<file path="src/rtl/packet_distributer_mc_pkg.sv">
// rtl/packet_distributer_mc_pkg.sv - shared encodings and constants for the packet distributer
package packet_distributer_mc_pkg;

    // Opcode field and route table geometry
    localparam int OPC_W       = 5;
    localparam int TABLE_DEPTH = 1 << OPC_W;

    // Transport subsystem defaults
    localparam int PKT_HEAD_WIDTH = 32;
    localparam int PKT_DATA_WIDTH = 32;
    localparam int OPCODE_OFFSET  = 8;

    localparam logic [OPC_W-1:0] OPC_ACKNOWLEDGE = 5'h11;

    typedef enum logic [1:0] {
        DIS_IDLE = 2'd0,
        DIS_FWD  = 2'd1,
        DIS_DROP = 2'd2
    } dist_state_e;

    // Reset contents of the route table: acknowledges go to channel 1,
    // everything else to channel 0, same as the legacy 2-way map.
    function automatic int route_init(input int idx);
        return (idx == int'(OPC_ACKNOWLEDGE)) ? 1 : 0;
    endfunction

endpackage

</file>
<file path="src/rtl/packet_distributer_mc_route_table.sv">
// rtl/packet_distributer_mc_route_table.sv - opcode-to-channel register file
//
// Ports:
//   clk, rst        clock, synchronous active-low reset (loads default map)
//   wr_en/opc/ch    synchronous write of one entry
//   rd_opc, rd_ch   combinational lookup (sees the value before any same-cycle write)
module packet_distributer_mc_route_table
    import packet_distributer_mc_pkg::*;
#(
    parameter int CH_W = 3
) (
    input  logic             clk,
    input  logic             rst,
    input  logic             wr_en,
    input  logic [OPC_W-1:0] wr_opc,
    input  logic [CH_W-1:0]  wr_ch,
    input  logic [OPC_W-1:0] rd_opc,
    output logic [CH_W-1:0]  rd_ch
);

    logic [CH_W-1:0] entries [TABLE_DEPTH];

    always_ff @(posedge clk) begin
        if (!rst) begin
            for (int i = 0; i < TABLE_DEPTH; i++) begin
                entries[i] <= CH_W'(route_init(i));
            end
        end else if (wr_en) begin
            entries[wr_opc] <= wr_ch;
        end
    end

    assign rd_ch = entries[rd_opc];

endmodule

</file>
<file path="src/rtl/packet_distributer_mc.sv">
// rtl/packet_distributer_mc.sv - N-channel opcode-routed packet distributer
//
// Ports:
//   clk, rst                        clock, synchronous active-low reset
//   i_recv_*/iv_recv_*/o_recv_ready inbound beat stream
//   o_out_*/ov_out_*/i_out_ready    per-channel outbound streams (slice k = channel k)
//   i_cfg_wr_en/iv_cfg_wr_opc/ch    route table write port
//   ov_pkt_cnt/ov_drop_cnt/ov_err_cnt, o_err_pulse  statistics
module packet_distributer_mc
    import packet_distributer_mc_pkg::*;
#(
    parameter int NUM_CH     = 4,
    parameter int CH_W       = 3,
    parameter int HEAD_WIDTH = PKT_HEAD_WIDTH,
    parameter int DATA_WIDTH = PKT_DATA_WIDTH,
    parameter int OPC_LSB    = OPCODE_OFFSET,
    parameter int CNT_W      = 32
) (
    input  logic                         clk,
    input  logic                         rst,
    input  logic                         i_recv_valid,
    input  logic                         i_recv_start,
    input  logic                         i_recv_last,
    input  logic [HEAD_WIDTH-1:0]        iv_recv_head,
    input  logic [DATA_WIDTH-1:0]        iv_recv_data,
    output logic                         o_recv_ready,
    output logic [NUM_CH-1:0]            o_out_valid,
    output logic [NUM_CH-1:0]            o_out_start,
    output logic [NUM_CH-1:0]            o_out_last,
    output logic [NUM_CH*HEAD_WIDTH-1:0] ov_out_head,
    output logic [NUM_CH*DATA_WIDTH-1:0] ov_out_data,
    input  logic [NUM_CH-1:0]            i_out_ready,
    input  logic                         i_cfg_wr_en,
    input  logic [OPC_W-1:0]             iv_cfg_wr_opc,
    input  logic [CH_W-1:0]              iv_cfg_wr_ch,
    output logic [NUM_CH*CNT_W-1:0]      ov_pkt_cnt,
    output logic [CNT_W-1:0]             ov_drop_cnt,
    output logic [CNT_W-1:0]             ov_err_cnt,
    output logic                         o_err_pulse
);

    dist_state_e       state;
    logic [CH_W-1:0]   cur_ch;
    logic [CH_W-1:0]   route;
    logic              route_ok;
    logic              sel_en;
    logic [CH_W-1:0]   sel_ch;
    logic [NUM_CH-1:0] sel_onehot;
    logic              xfer;
    logic              pkt_done;
    logic              drop_done;
    logic              orphan;
    logic              err_pulse;
    logic [CNT_W-1:0]  pkt_cnt [NUM_CH];
    logic [CNT_W-1:0]  drop_cnt;
    logic [CNT_W-1:0]  err_cnt;

    packet_distributer_mc_route_table #(
        .CH_W (CH_W)
    ) u_route_table (
        .clk    (clk),
        .rst    (rst),
        .wr_en  (i_cfg_wr_en),
        .wr_opc (iv_cfg_wr_opc),
        .wr_ch  (iv_cfg_wr_ch),
        .rd_opc (iv_recv_head[OPC_LSB +: OPC_W]),
        .rd_ch  (route)
    );

    // Any table value at or above NUM_CH is a drop code
    assign route_ok = (route < CH_W'(NUM_CH));

    // Channel selection: a routed start beat in IDLE goes out on the looked-up
    // channel in the same cycle; inside a packet only the latched channel counts.
    always_comb begin
        sel_en = 1'b0;
        sel_ch = route;
        case (state)
            DIS_IDLE: sel_en = i_recv_valid && i_recv_start && route_ok;
            DIS_FWD: begin
                sel_en = 1'b1;
                sel_ch = cur_ch;
            end
            default: sel_en = 1'b0;
        endcase
    end

    always_comb begin
        for (int k = 0; k < NUM_CH; k++) begin
            sel_onehot[k] = sel_en && (sel_ch == CH_W'(k));
        end
    end

    // Unrouted cases (drop, orphan) always accept so the parser never stalls on them
    always_comb begin
        if (sel_en) begin
            o_recv_ready = |(i_out_ready & sel_onehot);
        end else begin
            o_recv_ready = (state == DIS_DROP) || ((state == DIS_IDLE) && i_recv_valid);
        end
    end

    assign xfer      = i_recv_valid && o_recv_ready;
    assign pkt_done  = sel_en && xfer && i_recv_last;
    assign orphan    = (state == DIS_IDLE) && i_recv_valid && !i_recv_start;
    assign drop_done = i_recv_valid && i_recv_last &&
                       (((state == DIS_IDLE) && i_recv_start && !route_ok) ||
                        (state == DIS_DROP));

    genvar g;
    generate
        for (g = 0; g < NUM_CH; g++) begin : g_out
            assign o_out_valid[g] = sel_onehot[g] && i_recv_valid;
            assign o_out_start[g] = sel_onehot[g] && i_recv_valid && i_recv_start;
            assign o_out_last[g]  = sel_onehot[g] && i_recv_valid && i_recv_last;
            assign ov_out_head[g*HEAD_WIDTH +: HEAD_WIDTH] = sel_onehot[g] ? iv_recv_head : '0;
            assign ov_out_data[g*DATA_WIDTH +: DATA_WIDTH] = sel_onehot[g] ? iv_recv_data : '0;
            assign ov_pkt_cnt[g*CNT_W +: CNT_W] = pkt_cnt[g];
        end
    endgenerate

    assign ov_drop_cnt = drop_cnt;
    assign ov_err_cnt  = err_cnt;
    assign o_err_pulse = err_pulse;

    always_ff @(posedge clk) begin
        if (!rst) begin
            state     <= DIS_IDLE;
            cur_ch    <= '0;
            drop_cnt  <= '0;
            err_cnt   <= '0;
            err_pulse <= 1'b0;
            for (int k = 0; k < NUM_CH; k++) begin
                pkt_cnt[k] <= '0;
            end
        end else begin
            err_pulse <= orphan;
            if (orphan) begin
                err_cnt <= err_cnt + 1'b1;
            end
            if (drop_done) begin
                drop_cnt <= drop_cnt + 1'b1;
            end
            for (int k = 0; k < NUM_CH; k++) begin
                if (pkt_done && sel_onehot[k]) begin
                    pkt_cnt[k] <= pkt_cnt[k] + 1'b1;
                end
            end

            case (state)
                DIS_IDLE: begin
                    if (i_recv_valid) begin
                        cur_ch <= route;
                    end
                    if (i_recv_valid && i_recv_start) begin
                        if (route_ok) begin
                            // An unaccepted start beat still opens the packet;
                            // it is re-presented and forwarded from FWD.
                            if (!(xfer && i_recv_last)) begin
                                state <= DIS_FWD;
                            end
                        end else if (!i_recv_last) begin
                            state <= DIS_DROP;
                        end
                    end
                end
                DIS_FWD: begin
                    if (xfer && i_recv_last) begin
                        state <= DIS_IDLE;
                    end
                end
                DIS_DROP: begin
                    if (i_recv_valid && i_recv_last) begin
                        state <= DIS_IDLE;
                    end
                end
                default: state <= DIS_IDLE;
            endcase
        end
    end

endmodule
</file>
<file path="config.mk">
export PLATFORM = sky130hd
export DESIGN_NAME = packet_distributer_mc
export DESIGN_NICKNAME = d
export VERILOG_FILES = /design/src/rtl/packet_distributer_mc_pkg.sv /design/src/rtl/packet_distributer_mc_route_table.sv /design/src/rtl/packet_distributer_mc.sv
export SDC_FILE = /design/constraint.sdc
export NUM_CORES = 1
export LEC_CHECK = 0
export CORE_AREA = 4 4 211 213
export CTS_CLUSTER_DIAMETER = 100
export DETAILED_ROUTE_END_ITERATION = 6
export DIE_AREA = 0 0 215 217
export PLACE_DENSITY = 0.68
export SKIP_CTS_REPAIR_TIMING = 1
export SYNTH_ARGS = -nofsm -noshare
export SYNTH_HDL_FRONTEND = slang
export SYNTH_SLANG_ARGS = --single-unit
</file>
<file path="constraint.sdc">
create_clock -name clk -period 9.05 [get_ports clk]
set_input_delay 1.3575 -clock clk [delete_from_list [all_inputs] [get_ports clk]]
set_output_delay 1.3575 -clock clk [all_outputs]
set_load 0.05 [all_outputs]
</file>
# Yosys cells after proc, flatten, opt, wreduce, memory -nomap -nowiden
# Memories as Yosys holds them, arrays and structs flattened.
# Index checks and enable logic that the tools add are counted.
[op_classes]
n_mux = 41
n_mul = 0
div = 0
n_bitwise = 5
shifts = 0
add_sub_neg = 6
n_reduce_logical = 42
n_eq_ne = 10
order_cmp = 1
[op_table]
columns = ["op", "count"]
rows = [
  ["$mux 32", 12],
  ["$add 32x1->32 const B", 6],
  ["$logic_and 1x1->1", 32],
  ["$mux 1", 18],
  ["$mux 2", 6],
  ["$eq 3x2->1 const B", 2],
  ["$mux 3", 2],
  ["$ne 3x3->1 const B", 2],
  ["$pmux 2 s3", 1],
  ["$mux 5", 1],
  ["$reduce_and 5->1", 1],
  ["$and 4x4->4", 1],
  ["$ne 2x1->1 const B", 2],
  ["$or 1x1->1", 4],
  ["$reduce_or 4->1", 1],
  ["$eq 3x1->1 const B", 1],
  ["$logic_not 3->1", 1],
  ["$lt 3x3->1 const B", 1],
  ["$reduce_or 3->1", 1],
  ["$eq 2x1->1 const B", 1],
  ["$eq 2x2->1 const B", 1],
  ["$logic_not 1->1", 2],
  ["$logic_not 2->1", 1],
  ["$logic_or 1x1->1", 2],
  ["other kinds (3)", 3],
]
[totals]
mem_count = 2
ff_bits = 70
ramBits = 224
latchBits = 0
elab_cells = 112
rom_bits = 0
out_inout_bits = 462
[mem_list]
columns = ["name", "words", "word_bits", "read_ports", "rd_ports_with_merged_regs", "write_ports", "line_no", "rtl"]
rows = [
  ["pkt_cnt", 4, 32, 4, 0, 4, "packet_distributer_mc.sv:54", "logic [CNT_W-1:0] pkt_cnt [NUM_CH];"],
  ["u_route_table.entries", 32, 3, 1, 0, 32, "packet_distributer_mc_route_table.sv:21", "logic [CH_W-1:0] entries [TABLE_DEPTH];"],
]

# Depth between registers and ports, before layout
# Gate-level depths: netlist of the first run.
# An unclocked memory read counts as a cell.
[logic_depth]
ltp_word = 16
ltp_mapped = 13
ltp_nobuf = 9

# By module
# Synthesis of the first run repeated with hierarchy kept, for this count alone.
[unflattened]
hier_cells = 1679
area_unflattened_um2 = 17864.6
[by_module_without_submodules]
columns = ["module", "instances", "area_each_um2", "seq_area_each_um2", "cells_per_inst"]
rows = [
  ["packet_distributer_mc", 1, 13345.3, 5245.0, 1361],
  ["packet_distributer_mc_route_table", 1, 4519.3, 2882.8, 318],
]

# Least setup slack after synthesis of the first run
# No wires, ideal clock.
[synth_path]
kind = "input-to-reg"
start = "input iv_recv_head[9]"
end = "memory pkt_cnt[2][0], enable pin"
path_stages = 9
required_ns = 8.580
arrival_time_ns = 5.789
path_slack_ns = 2.791
n_path_buf = 2
path_cell_list = "buf_6 > buf_6 > mux4_2 > mux4_2 > mux2_4 > o21ai_1 > and2b_4 > nand2_4 > o31ai_1"
[synth_lines]
columns = ["element", "line_no", "rtl"]
rows = [
  ["from (decl)", "packet_distributer_mc.sv:24", "input logic [HEAD_WIDTH-1:0] iv_recv_head,"],
  ["to (decl)", "packet_distributer_mc.sv:54", ""],
]

# Worst setup path in the final report of the first run
[layout_path]
start = "input iv_recv_head[10]"
end = "output ov_out_data[118]"
[layout_between]
elab_chain_len = 6
[layout_lines]
columns = ["element", "line_no", "rtl"]
rows = [
  ["$mem_v2 32x3 *", "--", ""],
  ["$lt 3x3->1", "packet_distributer_mc.sv:71", "assign route_ok = (route < CH_W'(NUM_CH));"],
  ["$logic_and 1x1->1", "packet_distributer_mc.sv:79", "DIS_IDLE: sel_en = i_recv_valid && i_recv_start && route_ok;"],
  ["$pmux 1 s2", "packet_distributer_mc.sv:78", "case (state)"],
  ["$logic_and 1x1->1 *", "packet_distributer_mc.sv:90", "sel_onehot[k] = sel_en && (sel_ch == CH_W'(k));"],
  ["$mux 32 *", "packet_distributer_mc.sv:117", "assign ov_out_data[g*DATA_WIDTH +: DATA_WIDTH] = sel_onehot[g] ? iv_recv_data : '0;"],
  ["to (decl)", "packet_distributer_mc.sv:31", "output logic [NUM_CH*DATA_WIDTH-1:0] ov_out_data,"],
]
# Mark *: on every way between the ends. The rest lies on a longest branch, timed or not.

==> flow_metrics.py, run 1 <==
metrics = {
    "timing": {
        "slew_headroom_pct": 18.5,
        "post-route-period-util_pct": 86.6,
        "tightest_slew_ns": 1.22,
        "period_needed_ns": 7.84,
        "setup_tns_ns": 0,
        "max_clock_freq_ghz": 0.128,
        "finalHoldViolCount": 0,
        "skew_ns": 0.0249,
        "slew_violations": 0,
        "rsz0062_at_grt": "false",
        "finalSetupViolCount": 0,
    },
    "synthesis": {
        "synthArstFlopShare_pct": 0,
        "synth_top_area_share_pct": 40.5,
        "yosys-top-cells-area": "edfxtp_1 (40%), and2_1 (15%), dfxtp_1 (8.4%)",
        "yosysMostFrequentCell": "and2_1",
        "yosys_warnings": 0,
        "ys_types": 54,
        "synth_xor_area_share_pct": 8.91,
        "synth_flop_cell": "edfxtp_1",
        "synth-adder-area-share_pct": 0.452,
        "synth_compound_area_share_pct": 3.79,
        "synthSimpleGateAreaFrac_pct": 30.8,
        "synth_area_leader_cell": "edfxtp_1",
        "synth_top_family_by_area": "simple AND/OR/NAND/NOR gates",
        "synth_edf_count": 224,
        "ys_seq_area_share_pct": 48.9,
        "muxShareOfSynthArea_pct": 3.86,
        "synth_nets": 1772,
        "syn_avg_cell_area_um2": 9.87,
        "syn_area_um2": 16600,
        "netlist_instances": 1684,
        "synthTopCellsByCount": "and2_1 (400), edfxtp_1 (224), nor2_1 (217), xnor2_1 (91)",
        "synth-seq-cells": 294,
    },
    "critical_path": {
        "crit_type": "in -> out",
        "r2r_slack_ns": 5.29,
        "cp_max_fo": 35,
        "regToRegEndpoint": "pkt_cnt[2][20]",
        "r2r_start": "u_route_table.entries[7][1]",
        "arrival_ns": 6.48,
        "cp_data_required_time_ns": 7.69,
        "cp-end-kind": "output port",
        "r2r_cells": 8,
        "startpoint_type": "primary input",
    },
    "route": {
        "via_per_inst": 5.06,
        "drt-wirelength-per-cell_um": 19.5,
        "dr_total_vias": 13912,
        "drt_pass1_iterations": 5,
        "ant_nets": 0,
        "drc": 0,
        "wl_mm": 53.6,
        "drtIter0Drc": 580,
    },
    "global_routing": {
        "grt_start_max_net_pins": 86,
        "grt_pass1_vias": 13474,
        "grt_overflow": 0,
        "grtUsageTotal_pct": 21.9,
        "grt_pass1_wl_mm": 81.2,
        "antenna_found_initial": 0,
    },
    "power_and_ir_drop": {
        "leakage_nw": 8.26,
        "vdd_drop_max_uv": 132,
        "p_per_area_nw_per_um2": 151,
    },
    "finish": {
        "num_antenna_cells": 0,
        "finish.cell_count_without_fillers": 2748,
        "drive_above_1_share_pct": 4.54,
        "fin_util_pct": 55.0,
        "syn2layout_area_growth_pct": 41.3,
        "final_nets": 2268,
    },
    "clock_tree": {
        "cts_tree": "yes",
        "cts.root.buffer_cell": "clkbuf_16",
        "cts_buffers": 34,
        "clkLatencyLatePin_ns": 0.53,
        "cts_max_path_buffers": 3,
        "numClockSinks": 294,
        "cts.reportedPaths.clkPinSlew_ns": 0.05,
        "cts_htree_levels": 2,
    },
    "die": {
        "core_um2": 42700,
        "ioPinCount": 544,
        "start_util_pct": 38.9,
        "dieArea_um2": 46700,
        "die_x_um": 215,
        "rows": 76,
        "die_y_um": 217,
    },
    "placed_design": {
        "port_buffers": 543,
        "dp.cells": 2690,
        "place_congestion": 0.890,
        "dp_hpwl_mm": 40.6,
    },
    "min_path": {
        "worstHoldPathCells": 2,
        "worstHoldStart": "ov_drop_cnt[7]",
        "hp-class": "reg -> reg",
        "holdPathEnd": "ov_drop_cnt[7]",
    },
    "run_status": {
        "status": "completed",
    },
    "job": {
        "drv_cap": 0,
    },
}
## worst max path at each step
| stage | startpoint | endpoint | slack (ns) |
|---|---|---|---|
| 5_1_grt | iv_recv_head[10] | ov_out_data[118] | 0.84 |
| 6_report | iv_recv_head[10] | ov_out_data[118] | 1.21 |
| 4_1_cts | iv_recv_head[10] | ov_out_data[119] | 1.15 |
| 2_1_floorplan | iv_recv_head[9] | pkt_cnt[2][0] | 2.79 |
| 3_3_place_gp | iv_recv_head[10] | ov_out_data[101] | 1.37 |
| 3_5_place_dp | iv_recv_head[10] | ov_out_data[119] | 1.16 |
## final cells by class
| cell class | count | area, µm² |
|---|---|---|
| Timing Repair Buffer | 557 | 5530 |
| Clock inverter | 7 | 60.1 |
| Clock buffer | 51 | 996 |
| Inverter | 24 | 90.1 |
| Fill cell | 3796 | 19200 |
| Multi-Input combinational cell | 1269 | 7990 |
| Tap cell | 546 | 683 |
| Sequential cell | 294 | 8130 |
## where the power goes
group          total, mW  internal (mW)  switching [mW]
Sequential          1.54           1.50          0.0422
Clock               1.32          0.785           0.532
Combinational      0.690          0.229           0.461
## per-stage QoR
step	total power, mW	setup slack [ns]	cell area, µm²	hold WS (ns)
after CTS	3.59	1.15	23500	0.522
after detailed placement	2.27	1.16	22400	0.507
after global placement	2.26	1.37	22400	0.492
after global routing	3.68	0.837	23500	0.551
after floorplan	1.99	2.79	16600	0.504
final	3.55	1.21	23500	0.515
## critical path, stage by stage
cell and delay, ns:
clkdlybuf4s50_1 0.99, nor2b_1 0.33, a22oi_1 0.26, a211oi_1 0.10
nor4_1 0.66, mux2i_1 0.45, nand2b_4 0.30, nor2_4 0.57
buf_4 0.42, and2_1 0.19, clkdlybuf4s50_1 0.80
## cell usage in the layout, fill, tap and decap left out, types with 3 or more instances in the layout
master           synthesis  routed
or2_2                    4       4
a21o_1                   3       3
nand2_1                 78      78
a21oi_1                 12      12
clkdlybuf4s50_1          0     541
nor3_1                  18      18
dfxtp_1                 70      70
and4_1                  12      12
nor2_4                   0       4
clkbuf_1                74      10
a21boi_0                12      12
and3_1                  41      41
xnor2_1                 91      91
nand4_1                 37      37
or3_1                   16      16
edfxtp_1               224     224
nor2_1                 217     213
ha_1                     6       6
clkinv_1                 0       3
nand2b_1                 6       6
clkbuf_16                0      35
o21ai_0                 44      44
xor2_1                  78      78
clkbuf_8                 0       6
buf_4                    2      14
nand3_1                 70      70
a22oi_1                 17      17
nor2_2                  10      10
inv_1                   24      24
nand3b_1                 3       3
or4_1                    4       4
nor2b_1                 14      14
mux4_2                  10      10
mux2i_1                 40      40
and2_1                 400     400
## cells by family (layout without fill, tap and decap cells)
group / after synthesis / count (layout)
simple gates: 942 / 942
flops: 294 / 294
xor+xnor: 169 / 169
buf+inv: 121 / 639
compound gates: 101 / 101
mux: 51 / 51
fa+ha+maj: 6 / 6
## registers in the layout, summed over array words and instances (netlist names)
signal and cells:
ov_err_cnt 32, ov_drop_cnt 32, u_route_table.entries 96, pkt_cnt 128, cur_ch 3, state 2, o_err_pulse 1
## routing by layer
| metal | up-vias | wire (µm) | track usage [%] |
|---|---|---|---|
| met5 | - | 0 | 0 |
| li1 | 6709 | - | - |
| met4 | 0 | 2270 | 9.13 |
| met1 | 6634 | 20900 | 25.5 |
| met3 | 103 | 2900 | 3.78 |
| met2 | 466 | 27500 | 39.9 |
No activity file was read; power rests on OpenSTA's default activity.
==> run 2: changes to the inputs <==
--- a/config.mk
+++ b/config.mk
@@ -5,12 +5,13 @@
 export SDC_FILE = /design/constraint.sdc
 export NUM_CORES = 1
 export LEC_CHECK = 0
-export CORE_AREA = 4 4 211 213
+export CORE_AREA = 4 4 212 214
 export CTS_CLUSTER_DIAMETER = 100
 export DETAILED_ROUTE_END_ITERATION = 6
-export DIE_AREA = 0 0 215 217
-export PLACE_DENSITY = 0.68
+export DIE_AREA = 0 0 216 218
+export PLACE_DENSITY = 0.7
 export SKIP_CTS_REPAIR_TIMING = 1
 export SYNTH_ARGS = -nofsm -noshare
 export SYNTH_HDL_FRONTEND = slang
+export SYNTH_HIERARCHICAL = 1
 export SYNTH_SLANG_ARGS = --single-unit
==> flow_metrics.py, run 2 <==
metrics = {
    "finish": {
        "syn2layout_area_growth_pct": 38.3,
        "final_common_cell": "clkdlybuf4s50_1",
        "final_nets": 2223,
        "drive_above_1_share_pct": 10.7,
        "top_regs": "pkt_cnt (128), u_route_table/entries (96)",
        "stdcell_area_um2": 24700,
        "finish.cell_count_without_fillers": 2750,
        "layout_common_cells": "clkdlybuf4s50_1 (542), edfxtp_1 (224), and2_1 (205)",
        "largest_register_ffs": 128,
        "regMostFlops": "pkt_cnt",
    },
    "critical_path": {
        "cp-startpoint": "iv_recv_head[9]",
        "crit_cells": 11,
        "endpoint": "ov_out_data[46]",
        "cp_data_required_time_ns": 7.69,
        "worst_path_dominant_cell_family": "buffers and inverters",
        "path_cells": "clkdlybuf4s50_1 > buf_4 > mux4_2 > mux4_2 > mux2_2 > nand4bb_1 > a21oi_4 > and3_2 > buf_4 > and2_1 > clkdlybuf4s50_1",
        "cp_num_buf_inv": 4,
        "arrival_ns": 6.58,
        "cp_max_fo": 48,
        "startpoint_type": "primary input",
        "r2r_slack_ns": 4.29,
        "r2r_cells": 9,
        "critPathSlowestCell": "clkdlybuf4s50_1",
        "cp-end-kind": "output port",
        "regToRegEndpoint": "pkt_cnt[3][12]",
        "crit_type": "in -> out",
        "r2r_start": "u_route_table/entries[23][2]",
        "critPathMaxStageDelay_ns": 0.87,
    },
    "timing": {
        "finalHoldViolCount": 0,
        "skew_ns": 0.0130,
        "slew_headroom_pct": 18.7,
        "period_needed_ns": 7.94,
        "post-route-period-util_pct": 87.7,
        "tightest_slew_ns": 1.22,
        "setup_tns_ns": 0,
        "slew_violations": 0,
        "rsz0062_at_grt": "false",
        "finalSetupViolCount": 0,
        "final.setup.worst_slack_ns": 1.11,
        "max_clock_freq_ghz": 0.126,
    },
    "global_routing": {
        "antenna_found_initial": 11,
        "grt_overflow": 0,
        "grt_pass1_wl_mm": 91.6,
        "grt_start_max_net_pins": 66,
        "grt_pass1_vias": 15175,
        "grtUsageTotal_pct": 24.2,
    },
    "clock_tree": {
        "clkLatencyLatePin_ns": 0.52,
        "cts_tree": "yes",
        "cts_max_path_buffers": 3,
        "numClockSinks": 294,
        "cts.reportedPaths.clkPinSlew_ns": 0.06,
        "cts.root.buffer_cell": "clkbuf_16",
        "cts_htree_levels": 2,
        "cts_buffers": 35,
    },
    "die": {
        "start_util_pct": 41.7,
        "core_um2": 42900,
        "ioPinCount": 544,
        "die_x_um": 216,
        "rows": 76,
        "dieArea_um2": 47100,
        "die_y_um": 218,
    },
    "synthesis": {
        "yosys_warnings": 6,
        "synth_top_area_share_pct": 37.7,
        "synth_area_leader_cell": "edfxtp_1",
        "ys_types": 68,
        "synth_edf_count": 224,
        "yosys-top-cells-area": "edfxtp_1 (38%), dfxtp_1 (7.8%), and2_1 (7.2%)",
        "synthTopCellsByCount": "edfxtp_1 (224), and2_1 (205), nor3_1 (154), clkbuf_1 (106), and3_1 (101)",
        "syn_avg_cell_area_um2": 10.6,
        "synthArstFlopShare_pct": 0,
        "synth-seq-cells": 294,
        "synth_flop_cell": "edfxtp_1",
        "synth_nets": 1767,
        "netlist_instances": 1679,
        "ys_seq_area_share_pct": 45.5,
        "yosysMostFrequentCell": "edfxtp_1",
        "syn_area_um2": 17900,
    },
    "route": {
        "via_per_inst": 5.68,
        "drtIter0Drc": 1638,
        "wl_mm": 60.0,
        "ant_nets": 0,
        "dr_total_vias": 15633,
        "drt_pass1_iterations": 5,
        "drc": 0,
        "drt-wirelength-per-cell_um": 21.8,
    },
    "power_and_ir_drop": {
        "clkPwrFrac_pct": 35.8,
        "vdd_drop_max_uv": 106,
        "seq_power_share_pct": 41.9,
        "combPwrFrac_pct": 22.3,
        "swShare_pct": 32.2,
        "p_int_mw": 2.54,
        "power.switching_mw": 1.21,
        "p_per_area_nw_per_um2": 152,
        "leakage_nw": 7.88,
    },
    "placed_design": {
        "place_congestion": 0.928,
        "dp.cells": 2683,
        "dp_hpwl_mm": 42.8,
        "placed_cell_area_um2": 23600,
        "pre_cts_slack_ns": 1.07,
        "port_buffers": 543,
    },
    "min_path": {
        "worstHoldStart": "ov_drop_cnt[31]",
        "hp-class": "reg -> reg",
    },
    "job": {
        "drv_cap": 0,
    },
    "run_status": {
        "status": "completed",
    },
}
-- run 2: cell count changes after synthesis, moves of 15 or more --
| cell | delta |
|---|---|
| clkbuf_1 | +32 |
| mux2i_1 | -33 |
| a2111oi_2 | +83 |
| and3_1 | +60 |
| mux4_2 | +20 |
| nor3_1 | +136 |
| o21ai_0 | -31 |
| xor2_1 | +19 |
| o21ai_1 | +31 |
| nor2_1 | -152 |
| a22oi_1 | -16 |
| xnor2_1 | -33 |
| and2_1 | -195 |
| nand4_1 | +15 |
-- run 2: how the worst min path moves through the flow --
stage	endpoint	cells past startpoint	slack [ns]
4_1_cts	ov_drop_cnt[31]	2	0.49
5_1_grt	ov_drop_cnt[31]	2	0.52
6_report	ov_drop_cnt[31]	2	0.49
3_3_place_gp	ov_drop_cnt[31]	2	0.47
3_5_place_dp	ov_drop_cnt[31]	2	0.48
2_1_floorplan	cur_ch[2]	2	0.45
-- run 2: worst register-to-register path, delay by kind of cell (launching register included) --
family / cells / cell delay (ns)
AOI/OAI and AO/OA: 3 / 1.48
DFF: 1 / 0.38
muxes: 3 / 1.36
buffers and inverters: 1 / 0.27
and+or+nand+nor: 2 / 0.85
-- run 2: power groups by stage --
stage	registers, mW	clock network (mW)	logic (mW)
4_1_cts	1.57	1.37	0.841
2_1_floorplan	1.69	0	0.445
5_1_grt	1.58	1.43	0.878
3_5_place_dp	1.60	0	0.839
6_report	1.57	1.34	0.838
3_3_place_gp	1.59	0	0.832
-- run 2: cell type report --
class                           instances  area [µm²]
Timing Repair Buffer                  570        5660
Tap cell                              585         732
Clock buffer                           48         966
Inverter                               15        56.3
Antenna cell                            5        12.5
Fill cell                            3649       18200
Sequential cell                       294        8130
Multi-Input combinational cell       1219        9050
Clock inverter                         14         109
-- run 2: per-stage QoR --
step	utilization, %	total power, mW	hold WS [ns]
2_1_floorplan	-	2.13	0.454
3_3_place_gp	55.1	2.43	0.467
3_5_place_dp	55.1	2.44	0.479
4_1_cts	57.6	3.78	0.495
5_1_grt	57.6	3.89	0.517
6_report	57.6	3.75	0.488
-- run 2: cell families (layout without fill, tap and decap cells) --
group / Yosys count / count (layout) / share of synthesized area (%)
DFF: 294 / 294 / 45.5
buffers and inverters: 166 / 647 / 4.37
adders and majority gates: 6 / 6 / 0.420
AOI/OAI and AO/OA: 186 / 186 / 10.8
xor gates and xnor gates: 155 / 155 / 7.60
muxes: 42 / 42 / 4.49
and+or+nand+nor: 830 / 830 / 26.9
other: 0 / 5 / 0
-- run 2: per-layer routing --
metal,track usage [%],part of all wire (%),wire (µm),up-vias
met5,0,0.087,52,-
met4,3.63,1.1,675,8
met3,6.56,8.8,5280,62
met2,38.1,47,28000,645
met1,34.3,43,26000,7688
li1,-,-,-,7230
==> run 3: changes to the inputs <==
--- a/config.mk
+++ b/config.mk
@@ -9,7 +9,8 @@
 export CTS_CLUSTER_DIAMETER = 100
 export DETAILED_ROUTE_END_ITERATION = 6
 export DIE_AREA = 0 0 216 218
-export PLACE_DENSITY = 0.7
+export HOLD_SLACK_MARGIN = 0.02
+export PLACE_DENSITY = 0.77
 export SKIP_CTS_REPAIR_TIMING = 1
 export SYNTH_ARGS = -nofsm -noshare
 export SYNTH_HDL_FRONTEND = slang
==> flow_metrics.py, run 3 (synthesized netlist as in run 2, its figures left out) <==
metrics = {
    "clock_tree": {
        "cts_htree_levels": 2,
        "cts_tree": "yes",
        "clkLatencyLatePin_ns": 0.53,
        "numClockSinks": 294,
        "cts.root.buffer_cell": "clkbuf_16",
        "cts_buffers": 35,
        "cts_max_path_buffers": 3,
        "cts.reportedPaths.clkPinSlew_ns": 0.06,
    },
    "placed_design": {
        "dp_hpwl_mm": 43.0,
        "place_congestion": 0.929,
        "placed_cell_area_um2": 23600,
        "port_buffers": 543,
        "dp.cells": 2682,
        "pre_cts_slack_ns": 1.27,
    },
    "global_routing": {
        "grtUsageTotal_pct": 24.1,
        "grt_pass1_wl_mm": 91.1,
        "antenna_found_initial": 10,
        "grt_overflow": 0,
        "grt_start_max_net_pins": 68,
        "grt_pass1_vias": 15204,
    },
    "timing": {
        "slew_violations": 0,
        "finalHoldViolCount": 0,
        "rsz0062_at_grt": "false",
        "final.setup.worst_slack_ns": 1.27,
        "skew_ns": 0.0164,
        "setup_tns_ns": 0,
        "post-route-period-util_pct": 86.0,
        "tightest_slew_ns": 1.26,
        "finalSetupViolCount": 0,
        "max_clock_freq_ghz": 0.129,
        "period_needed_ns": 7.78,
        "slew_headroom_pct": 16.0,
    },
    "die": {
        "die_y_um": 218,
        "core_um2": 42900,
        "die_x_um": 216,
        "rows": 76,
        "dieArea_um2": 47100,
        "start_util_pct": 41.7,
        "ioPinCount": 544,
    },
    "route": {
        "drt-wirelength-per-cell_um": 22.1,
        "via_per_inst": 5.79,
        "wl_mm": 60.6,
        "ant_nets": 0,
        "drc": 0,
        "drtIter0Drc": 1834,
        "dr_total_vias": 15897,
        "drt_pass1_iterations": 7,
    },
    "finish": {
        "final-seq-area_um2": 8130,
        "drive_above_1_share_pct": 10.4,
        "finish.cell_count_without_fillers": 2746,
        "layout_common_cells": "clkdlybuf4s50_1 (542), edfxtp_1 (224), and2_1 (205)",
        "final_common_cell": "clkdlybuf4s50_1",
        "final_nets": 2222,
        "top_regs": "pkt_cnt (128), u_route_table/entries (96)",
        "multi_input_area_um2": 9040,
        "largest_register_ffs": 128,
        "syn2layout_area_growth_pct": 38.0,
        "stdcell_area_um2": 24700,
        "regMostFlops": "pkt_cnt",
        "n_fill_cell": 3597,
    },
    "min_path": {
        "hp-class": "reg -> reg",
    },
    "job": {
        "drv_cap": 0,
    },
    "critical_path": {
        "startpoint_type": "primary input",
        "arrival_ns": 6.42,
        "path_cells": "clkdlybuf4s50_1 > buf_4 > mux4_2 > mux4_2 > mux2_2 > nand4bb_1 > a21oi_4 > buf_4 > and3_2 > buf_12 > and2_1 > clkdlybuf4s50_1",
        "cp-end-kind": "output port",
        "cp_data_required_time_ns": 7.69,
        "cp_max_fo": 50,
        "critPathSlowestCell": "clkdlybuf4s50_1",
        "r2r_slack_ns": 4.13,
        "critPathMaxStageDelay_ns": 0.81,
        "crit_type": "in -> out",
    },
    "run_status": {
        "status": "completed",
    },
    "power_and_ir_drop": {
        "leakage_nw": 7.86,
        "p_per_area_nw_per_um2": 150,
        "vdd_drop_max_uv": 97.0,
    },
}
==> run 3: cell types whose count changed in the layout (fill, tap and decap cells not counted), sizes merged <==
cell,delta
buf,-1
bufinv,-1
clkbuf,-2
clkinv,+6
clkinvlp,-1
diode,-4
inv,-1
==> run 3: worst paths after layout <==
path / startpoint / end / cells past startpoint
max: iv_recv_head[9] / ov_out_head[121] / 12
min: ov_drop_cnt[31] / ov_drop_cnt[31] / 2
max reg2reg: u_route_table/entries[31][2] / pkt_cnt[3][31] / 10
min reg2reg: ov_drop_cnt[31] / ov_drop_cnt[31] / 2
==> run 3: area by class of cell <==
type / instances / share of cell area, %
Multi-Input combinational cell: 1219 / 36.7
Sequential cell: 294 / 33.0
Timing Repair Buffer: 569 / 23.0
Clock buffer: 46 / 3.81
Tap cell: 585 / 2.97
Inverter: 15 / 0.228
Antenna cell: 1 / 0.0101
Clock inverter: 17 / 0.391
==> run 3: report_power, final <==
group	internal [mW]	leakage, nW	switching [mW]
logic	0.254	4.56	0.594
clock network	0.734	0.504	0.559
registers	1.51	2.79	0.0589
total	2.50	7.86	1.21
==> run 3: per-layer routing <==
metal | vias up | part of all wire (%) | GRT usage [%]
met4 | 4 | 1.9 | 5.23
met1 | 7816 | 42 | 33.7
met5 | - | 0.051 | 0
met2 | 784 | 47 | 38.1
met3 | 82 | 9.6 | 6.27
li1 | 7211 | - | -
==> run 3: critical path: cells and delay by family <==
kind,cells,cell delay [ns]
AO/OA/AOI/OAI,1,0.24
buffers and inverters,5,2.32
AND/OR/NAND/NOR,3,0.99
multiplexers,3,1.42
==> run 3: metrics by stage <==
stage	hold slack, ns	util (%)	power, mW
floorplan	0.454	-	2.13
global placement	0.467	55.1	2.43
detailed placement	0.488	55.1	2.44
CTS	0.499	57.5	3.73
global route	0.504	57.5	3.83
finish	0.500	57.5	3.71
